**src/rtl/mlu_seq.sv**
```systemverilog
// Nibble-serial ALU sequencer: drives one external combinational 4-bit slice
// over WIDTH/4 passes, LSB nibble first, and accumulates RESULT/CARRY/ZERO.
package common;
  typedef enum logic [2:0] {
    MLU_ADD  = 3'd0,
    MLU_SUB  = 3'd1,
    MLU_AND  = 3'd2,
    MLU_OR   = 3'd3,
    MLU_XOR  = 3'd4,
    MLU_NOT  = 3'd5,
    MLU_NOP0 = 3'd6,
    MLU_NOP1 = 3'd7
  } mlu_op_e;
endpackage

module mlu_seq #(
  parameter int WIDTH = 32
) (
  input  logic             clk,
  input  logic             rst,
  input  logic             start,
  input  logic [2:0]       op,
  input  logic [WIDTH-1:0] a,
  input  logic [WIDTH-1:0] b,
  output logic             busy,
  output logic             done,
  output logic [11:0]      slice_addr,
  input  logic [7:0]       slice_out,
  output logic [WIDTH-1:0] result,
  output logic             carry,
  output logic             zero
);

  localparam int NIB = WIDTH / 4;
  localparam int IW  = (NIB > 1) ? $clog2(NIB) : 1;

  typedef enum logic [1:0] {S_IDLE, S_RUN, S_DONE} state_e;

  state_e           state, state_nx;
  logic [IW-1:0]    idx;
  logic [WIDTH-1:0] a_q, b_q;
  logic [2:0]       op_q;
  logic             accept, last_pass, is_arith;
  logic             slice_prop, slice_gen, slice_zero, slice_unused;

  assign accept       = (state == S_IDLE) && start;
  assign last_pass    = (idx == IW'(NIB - 1));
  assign is_arith     = (op_q == common::MLU_ADD) || (op_q == common::MLU_SUB);
  assign slice_prop   = slice_out[4];
  assign slice_gen    = slice_out[5];
  assign slice_zero   = slice_out[6];
  assign slice_unused = slice_out[7];

  // NOTE: every output of this block gets a default first, so no path can infer a latch.
  always_comb begin
    state_nx   = state;
    busy       = 1'b0;
    done       = 1'b0;
    slice_addr = '0;
    unique case (state)
      S_IDLE: if (start) state_nx = S_RUN;
      S_RUN: begin
        busy       = 1'b1;
        slice_addr = {carry, op_q, b_q[4*idx +: 4], a_q[4*idx +: 4]};
        if (last_pass) state_nx = S_DONE;
      end
      S_DONE: begin
        done     = 1'b1;
        state_nx = S_IDLE;
      end
      default: state_nx = S_IDLE;
    endcase
  end

  // NOTE: state registers use non-blocking assignments so every flop sees pre-edge values.
  always_ff @(posedge clk or posedge rst) begin
    if (rst) state <= S_IDLE;
    else     state <= state_nx;
  end

  // NOTE: latched operands are reset too, so an aborted operation leaves no stale data behind.
  always_ff @(posedge clk or posedge rst) begin
    if (rst) begin
      idx    <= '0;
      a_q    <= '0;
      b_q    <= '0;
      op_q   <= '0;
      result <= '0;
      carry  <= 1'b0;
      zero   <= 1'b0;
    end else if (accept) begin
      idx   <= '0;
      a_q   <= a;
      b_q   <= b;
      op_q  <= op;
      carry <= (op == common::MLU_SUB);
      zero  <= 1'b1;
    end else if (state == S_RUN) begin
      result[4*idx +: 4] <= slice_out[3:0];
      idx                <= idx + 1'b1;
      // Only ADD/SUB ripple a carry between nibbles; logic ops end with CARRY 0.
      carry              <= is_arith ? (slice_gen | (slice_prop & carry)) : 1'b0;
      zero               <= zero & slice_zero;
    end
  end

endmodule

```
**config.mk**
```make
export PLATFORM = sky130hd
export DESIGN_NAME = mlu_seq
export DESIGN_NICKNAME = d
export VERILOG_FILES = /design/src/rtl/mlu_seq.sv
export SDC_FILE = /design/constraint.sdc
export NUM_CORES = 1
export LEC_CHECK = 0
export CAP_MARGIN = 20
export CORE_ASPECT_RATIO = 0.75
export CORE_MARGIN = 2
export CORE_UTILIZATION = 35
export CTS_CLUSTER_DIAMETER = 50
export CTS_CLUSTER_SIZE = 10
export DETAILED_ROUTE_END_ITERATION = 16
export HOLD_SLACK_MARGIN = 0.05
export SLEW_MARGIN = 15
export SYNTH_ARGS = -nofsm -noshare
export SYNTH_HDL_FRONTEND = slang
export SYNTH_SLANG_ARGS = --single-unit
```
**constraint.sdc**
```tcl
create_clock -name clk -period 3.9 [get_ports clk]
set_input_delay 0.78 -clock clk [delete_from_list [all_inputs] [get_ports clk]]
set_output_delay 0.78 -clock clk [all_outputs]
set_load 0.05 [all_outputs]
```
Word-level counts from Yosys, hierarchy flattened
Cells that the tools add are included.

storage, ports and cells
  register bits after elaboration = 106
  bits of input ports = 78
  output and inout port bits = 48

cells by class
  add/sub/neg operators = 2
  equal/unequal tests = 7
  shifts and indexed selects = 4
  muxes and demuxes = 14
  bitwise gates (word level) = 4
  reduce and logical (&&, ||, !) cells = 7

operators by type and width
  kind                                                   number
  indexed part select 32 x 6 -> 4 bit                    2
  negation 5 -> 34 bit                                   1
  variable shift 4 x 34 -> 32 bit, first input constant  1
  indexed part select 4 x 34 -> 32 bit                   1
  bitwise mux 32 bit                                     1
  2-to-1 mux 12 bit                                      1
  2-to-1 mux 1 bit                                       7
  == test 3 x 1 -> 1 bit, second input constant          2
  2-to-1 mux 3 bit                                       2
  2-to-1 mux 2 bit                                       2
  != test 2 bit, second input constant                   2
  case mux 2 bit (2 select lines)                        1
  AND reduction 2 bit                                    2
  adder 3 x 1 -> 3 bit, second input constant            1
  == test 3 bit, second input constant                   1
  logical NOT 3 bit                                      1
  bitwise AND 1 bit                                      2
  == test 2 x 1 -> 1 bit, second input constant          1
  == test 2 bit, second input constant                   1
  logical NOT 2 bit                                      1
  nonzero test 2 bit                                     1
  logical AND 1 bit                                      1
  logical OR 1 bit                                       1
  inverter 1 bit                                         1
  OR 1 bit                                               1

Logic depth before layout (Yosys ltp)
  depth after elaboration = 5
  mapped depth = 7

Least setup slack after synthesis
No wires, ideal clock.

  kind = flip-flop to output port
  start point = reg state[1]
  end point = out slice_addr[4]
  data arrival time = 1,877 ps
  data required time = 3,120 ps
  setup slack = 1,243 ps
  cell stages (with the launch flop) = 5
  path through = dfrtp_1 -> nand2b_4 -> inv_2 -> clkbuf_1 -> and3_1

between the ends
  word-level cells in the longest chain between the ends = 2

RTL lines
  element                 RTL line  source
  from (decl)             39        state_e state, state_nx;
  from (signal assigned)  78        else state <= state_nx;
  == test 2 x 1 -> 1 bit  60        unique case (state)
  2-to-1 mux 12 bit       60
  to (decl)               27        output logic [11:0] slice_addr,

Every way passes these cells.

Worst setup path after layout
  start point = reg idx[2]
  end point = out slice_addr[7]

between the ends
  word-level cells in the longest chain between the ends = 2

RTL lines
  element                              RTL line  source
  from (decl)                          40        logic [IW-1:0] idx;
  from (signal assigned)               100       idx <= idx + 1'b1;
  indexed part select 32 x 6 -> 4 bit  64        slice_addr = {carry, op_q, b_q[4*idx +: 4], a_q[4*idx +: 4]};
  2-to-1 mux 12 bit                    60

Every way passes these cells.

==> results by group <==
Clock network
  – CTS Sinks: 106
  – H-tree levels: 3
  – Worst skew pair latency: 0.34 ns
  – Clock Tree Buf Depth: 2
  – CTS Buf Count: 9
  – CTS-repair resized insts: 0
  – Hold Buf Count CTS: 0
  – Post-CTS Setup Repair Bufs: 0
  – CTS tree: built
  – Root buf cell: clkbuf_16
  – CTS clk-pin slew, worst paths: 0.07 ns

Power
  – Logic pwr share: 0.523
  – Power, Total: 0.006357 W
  – P_int: 0.003715 W
  – PwrDens: 943.6 nW/um^2
  – Leak: 2.892 nW
  – Sequential share of power: 0.301
  – Share of total power in the clock network: 0.176
  – Net Sw Frac: 0.4156
  – Switch Pwr: 0.002642 W
  – Peak supply drop: 0.5152 mV

Synthesis
  – Post-synthesis xor/xnor area fraction: 0
  – Top cell type's share of synthesized area: 0.5362
  – Area of the mapped netlist: 4947 sq um
  – Flops & latches, synth: 106
  – Synth Area in Compound Gates: 0.04527
  – Syn nets: 444
  – Ys async rst share: 1.000
  – Top cells by count, synth: dfrtp_1, mux2_2, mux2i_1
  – Simple-gate share of the synthesized area: 0.07688
  – Syn_area_per_cell: 13.78 sq um
  – Top cells by area, synth: dfrtp_1, mux2_2, mux2i_1
  – Ys flop type: dfrtp_1
  – Register area share after synthesis: 0.5362
  – Largest area contributor in the netlist: dfrtp_1
  – Post-synth EDFFs: 0
  – Main combinational cell family by area after synthesis: multiplexers
  – Synth unique cells: 38
  – Top-count cell post-synth: dfrtp_1
  – Mux contribution to synthesized area: 0.2911
  – Cells after Synth: 359
  – Yosys warns: 0
  – Adder-Cell Fraction of Synth Area: 0.01770

Timing
  – Worst-Margin Slew: 0.7644 ns
  – Clock Skew: 0.007253 ns
  – Final Cycle Share: 0.8973
  – Highest clock rate: 285.8 MHz
  – RSZ-0062 raised after global routing: false
  – Minimum clock period after layout: 3.499 ns
  – Final WS setup: 0.4007 ns
  – Hold Violations, Final: 0
  – Fin Hold WS: 0.4922 ns
  – Final slew viol count: 0
  – Setup_tns: 0 ns
  – Slew headroom: 0.4894
  – Setup violators final: 0

GRT
  – GRT Util Overall: 0.1584
  – Global route total overflow: 0
  – Global Route met3 Usage: 0.05226
  – First-pass GRT wire length: 18.56 mm
  – M1 GR Usage: 0.2296
  – Initial antenna violation count: 0
  – Largest net degree at the start of global routing: 107
  – Grt peak-use layer: met1
  – Vias in the first global route: 3495
  – M2 GR Usage: 0.2271

Layout
  – Number of diodes: 0
  – Multi-input logic area: 2132 sq um
  – Share of cells above drive strength 1: 0.2243
  – Storage cell area: 2654 sq um
  – Area Growth Syn to Fin: 36.17%
  – # fillers: 1185
  – Final Net Count: 566

Place
  – Setup WS pre-CTS: 0.7300 ns
  – GP Congestion: 0.7525
  – Hpwl dp: 8.287 mm
  – PortBufs: 124

Route
  – Detail Route Antenna Nets: 0
  – DRC: 0
  – Vias after detailed routing: 3207
  – Wire per inst: 17.38 um
  – Initial DRC count: 140
  – Vias per inst: 4.852
  – Routed Wire Length: 11.49 mm
  – TritonRoute pass-1 iters: 7

Floorplan
  – Site Rows: 37
  – IO Pins: 126
  – Placeable Area: 13750 sq um
  – Chip Width: 141.3 um
  – Total Die Area: 15110 sq um
  – Die height: 107.0 um
  – Initial core utilization: 0.3598

Min path
  – Hold_sp: b_q[0]$_DFFE_PP0P_
  – WHS Path Cells: 1
  – Hold crit path type: register to register
  – Worst Hold End: b_q[0]$_DFFE_PP0P_

Setup path
  – Reg2Reg Depth: 7
  – CP max FO: 10
  – CP max-delay cell: clkdlybuf4s50_1
  – Crit path launch type: register
  – Crit-path cells: nor2b_1, a22oi_1, and3_1, clkdlybuf4s50_1
  – Reg-to-reg slack, setup: 1.27 ns
  – Worst EP required: 3.12 ns
  – CP Class: register to primary output
  – Worst flop-to-flop path startpoint: idx[1]$_DFFE_PP0P_
  – CP arrival: 2.72 ns
  – Max stage delay on crit path: 0.73 ns
  – Setup crit end kind: primary output
  – Worst r2r dst: result[12]$_DFFE_PP0P_

Outcome
  – Status: finished, final reports clean

Job
  – MaxCap Viol Count: 0
worst max-delay path, delay by kind of cell (launching register included):
kind | cells | cell delay, ns
compound gates | 1 | 0.13
flops | 1 | 0.63
buf+inv | 1 | 0.73
simple gates | 2 | 0.89
state kept, by name, indices dropped and copies added (netlist names):
signal  count
state       2
b_q        32
idx         3
a_q        32
carry       1
zero        1
result     32
op_q        3
worst max path at each step:
| stage | cells past startpoint | start | endpoint |
|---|---|---|---|
| floorplan | 1 | rst | a_q[0]$_DFFE_PP0P_ |
| global placement | 4 | idx[2]$_DFFE_PP0P_ | slice_addr[7] |
| detailed placement | 4 | idx[2]$_DFFE_PP0P_ | slice_addr[6] |
| CTS | 4 | idx[2]$_DFFE_PP0P_ | slice_addr[6] |
| global route | 4 | idx[2]$_DFFE_PP0P_ | slice_addr[6] |
| finish | 4 | idx[2]$_DFFE_PP0P_ | slice_addr[7] |
layer usage:
| metal | wire length (um) | part of all wire | vias up |
|---|---|---|---|
| met3 | 864 | 0.075 | 9 |
| met1 | 5696 | 0.50 | 1582 |
| li1 | - | - | 1529 |
| met5 | 0 | 0 | - |
| met4 | 112 | 0.0097 | 0 |
| met2 | 4817 | 0.42 | 87 |
kinds of logic (layout without fill, tap and decap cells):
family | count (synthesis) | after routing
simple gates | 59 | 59
flops | 106 | 106
fa+ha+maj | 7 | 7
mux | 132 | 132
compound gates | 27 | 27
buf+inv | 28 | 155
power by group through the flow:
| stage | combinational [W] | clock [W] | sequential (W) |
|---|---|---|---|
| global route | 0.00354 | 0.00119 | 0.00199 |
| CTS | 0.00335 | 0.00115 | 0.00192 |
| finish | 0.00332 | 0.00112 | 0.00191 |
| floorplan | 0.00195 | 0 | 0.00232 |
| global placement | 0.00330 | 0 | 0.00191 |
| detailed placement | 0.00334 | 0 | 0.00194 |
cells in the final DEF, fill, tap and decap left out, drive strengths merged, types with 5 or more instances in the layout:
master and count:
and2 6, clkbuf 10, mux2 95, buf 5
nand2b 7, dfrtp 106, mux2i 37, ha 7
a22oi 16, nand2 7, clkdlybuf4s50 124, nor2 15
and3 8, inv 11
final cells by class:
type | count | share of cell area
Multi-Input combinational cell | 225 | 0.3165
Inverter | 10 | 0.005944
Clock buffer | 10 | 0.03548
Clock inverter | 6 | 0.02025
Tap cell | 175 | 0.03250
Timing Repair Buffer | 129 | 0.1954
Sequential cell | 106 | 0.3939
per-stage QoR:
step / instance area, sq um / std cells / util
floorplan: 4947 / 359 / -
detailed placement: 6361 / 645 / 0.4626
global placement: 6361 / 645 / 0.4626
finish: 6736 / 661 / 0.4899
CTS: 6736 / 661 / 0.4899
global route: 6736 / 661 / 0.4899
No activity file was read; power rests on OpenSTA's default activity.
==> variant (config.mk and constraints unchanged) <==
Set the parameter `WIDTH` to 16 (it was 32).
--- a/src/rtl/mlu_seq.sv
+++ b/src/rtl/mlu_seq.sv
@@ -16,3 +16,3 @@
 module mlu_seq #(
-  parameter int WIDTH = 32
+  parameter int WIDTH = 16
 ) (
Ports: changed (resized a, b and result); port bits go from 126 to 78. No check against the original RTL was run, so the function may have changed too.
==> variant against the original RTL <==
Cell area fell by 45%. Non-clock buffer count fell by 49. Power fell by 42%. Critical path depth fell by 1. Setup slack improved by 130 ps. Global-route usage fell by 1.1 points. Clock power fell by 44%. Sequential cell count fell by 49. Area after synthesis fell by 47%. Wire length fell by 52%. Maximum frequency rose by 3.8%. Critical path type unchanged. Largest cell class unchanged.
==> variant: results (changes against the original RTL) <==
outcome: "finished, final reports clean"
p_sw_frac: 0.422  # +0.00604
via_per_inst: 4.69  # -3.4%
leakagePower_nw: 1.53  # -47%
worstSetupEndpoint: "slice_addr[0]"
dp.cells: 360  # -44%
relSlewSlack: 0.426  # -0.0638
r2r_slack_ps: 1560  # +290 ps
synth_common_cells: "dfrtp_1 (57), mux2_2 (35), nand2_1 (17), and2_1 (11), o21ai_0 (10)"
reg2regPathDepth: 6  # -1
dr_wl_met2_um: 2420  # -50%
synth_mux_area_frac: 0.225  # -0.0662
gp_congestion: 0.753  # about the same
met1_length_um: 2810  # -51%
cts_max_level: 3  # unchanged
critPathMaxFanout: 11  # +1
grt_pass1_vias: 1813  # -48%
crit_family: "flip-flops"
hold_path_depth: 2  # +1
crit_arrival_ps: 2590  # -130 ps
synth.distinct_cells: 28  # -26%
portBuffers: 76  # -39%
grt.total_usage: 0.148  # -0.0107
reg.largest.list: "a_q x16, b_q x16, result x16"
layout.cells.non_filler: 375  # -43%
grt_use_met2: 0.220  # -0.00738
max_stage_delay_ps: 750  # +20 ps
min_period_over_period: 0.864  # -0.0331
cts_root_buffer: "clkbuf_8"
cp_slowest_cell: "dfrtp_1"
synth-compound-area-share: 0.0611  # +0.0159
yosys.area_share.adder: 0.0239  # +0.00617
synth.area.top_cells: "dfrtp_1 (54%), mux2_2 (15%), mux4_1 (4.0%)"
fin_nets: 321  # -43%
post-place-ws_ps: 864  # +134 ps
grt_max_degree: 50  # -53%
dr.pass1.iters: 4  # -3
placed_area_um2: 3470  # -45%
drive_gt1_frac: 0.234  # +0.00930
drt-initial-drc-count: 64  # -54%
ir_drop_mv: 0.434  # -16%
fillCellCount: 688  # -42%
fin_skew_ps: 9.90  # +2.65 ps
grt_pass1_wl_um: 9280  # -50%
wl_um: 5570  # -52%
timing.rr.end: "result[11]"
synth_seq_area_share: 0.544  # +0.00825
syn_nets: 239  # -46%
routed-wl-met3_um: 303  # -65%
==> variant: cell types whose count changed after synthesis, sizes merged, moves of 10 or more <==
cell	delta
nor2	-13
a22oi	-16
nand2	+10
dfrtp	-49
buf	-10
mux2	-60
mux2i	-37
==> variant: how the worst min path moves through the flow <==
stage,from,end,slack (ps)
2_1_floorplan,a_q[4],a_q[4],470
3_3_place_gp,result[7],result[7],460
3_5_place_dp,result[4],result[4],470
4_1_cts,result[4],result[4],490
5_1_grt,a_q[5],a_q[5],520
6_report,result[4],result[4],480
==> variant: layout make-up <==
class,instances,area [um2],area share
Multi-Input combinational cell,116,1100,0.299
Timing Repair Buffer,80,791,0.214
Tap cell,101,126,0.0341
Sequential cell,57,1430,0.385
Inverter,6,23.8,0.00642
Clock inverter,2,60.1,0.0162
Clock buffer,13,169,0.0456
==> variant: logic make-up (layout without fill, tap and decap cells) <==
kind of cell               after synthesis  in the layout
AOI/OAI and AO/OA                       24             24
adders and majority gates                5              5
buffers and inverters                   15            101
DFF                                     57             57
muxes                                   43             43
and+or+nand+nor                         44             44
==> variant: power groups by stage <==
stage | Combinational (mW) | Sequential [mW] | Clock (mW)
3_5_place_dp | 1.99 | 1.11 | 0
6_report | 1.98 | 1.09 | 0.630
2_1_floorplan | 1.21 | 1.31 | 0
3_3_place_gp | 1.98 | 1.10 | 0
4_1_cts | 2.00 | 1.10 | 0.653
5_1_grt | 2.10 | 1.14 | 0.679
==> variant: worst register-to-register path: cells and delay by family, from the launching register on <==
kind	cells	cell delay, ps
adder cells (fa/ha/maj)	1	450
AND/OR/NAND/NOR	2	510
flip-flops	1	750
AO/OA/AOI/OAI	1	200
buffers and inverters	2	380
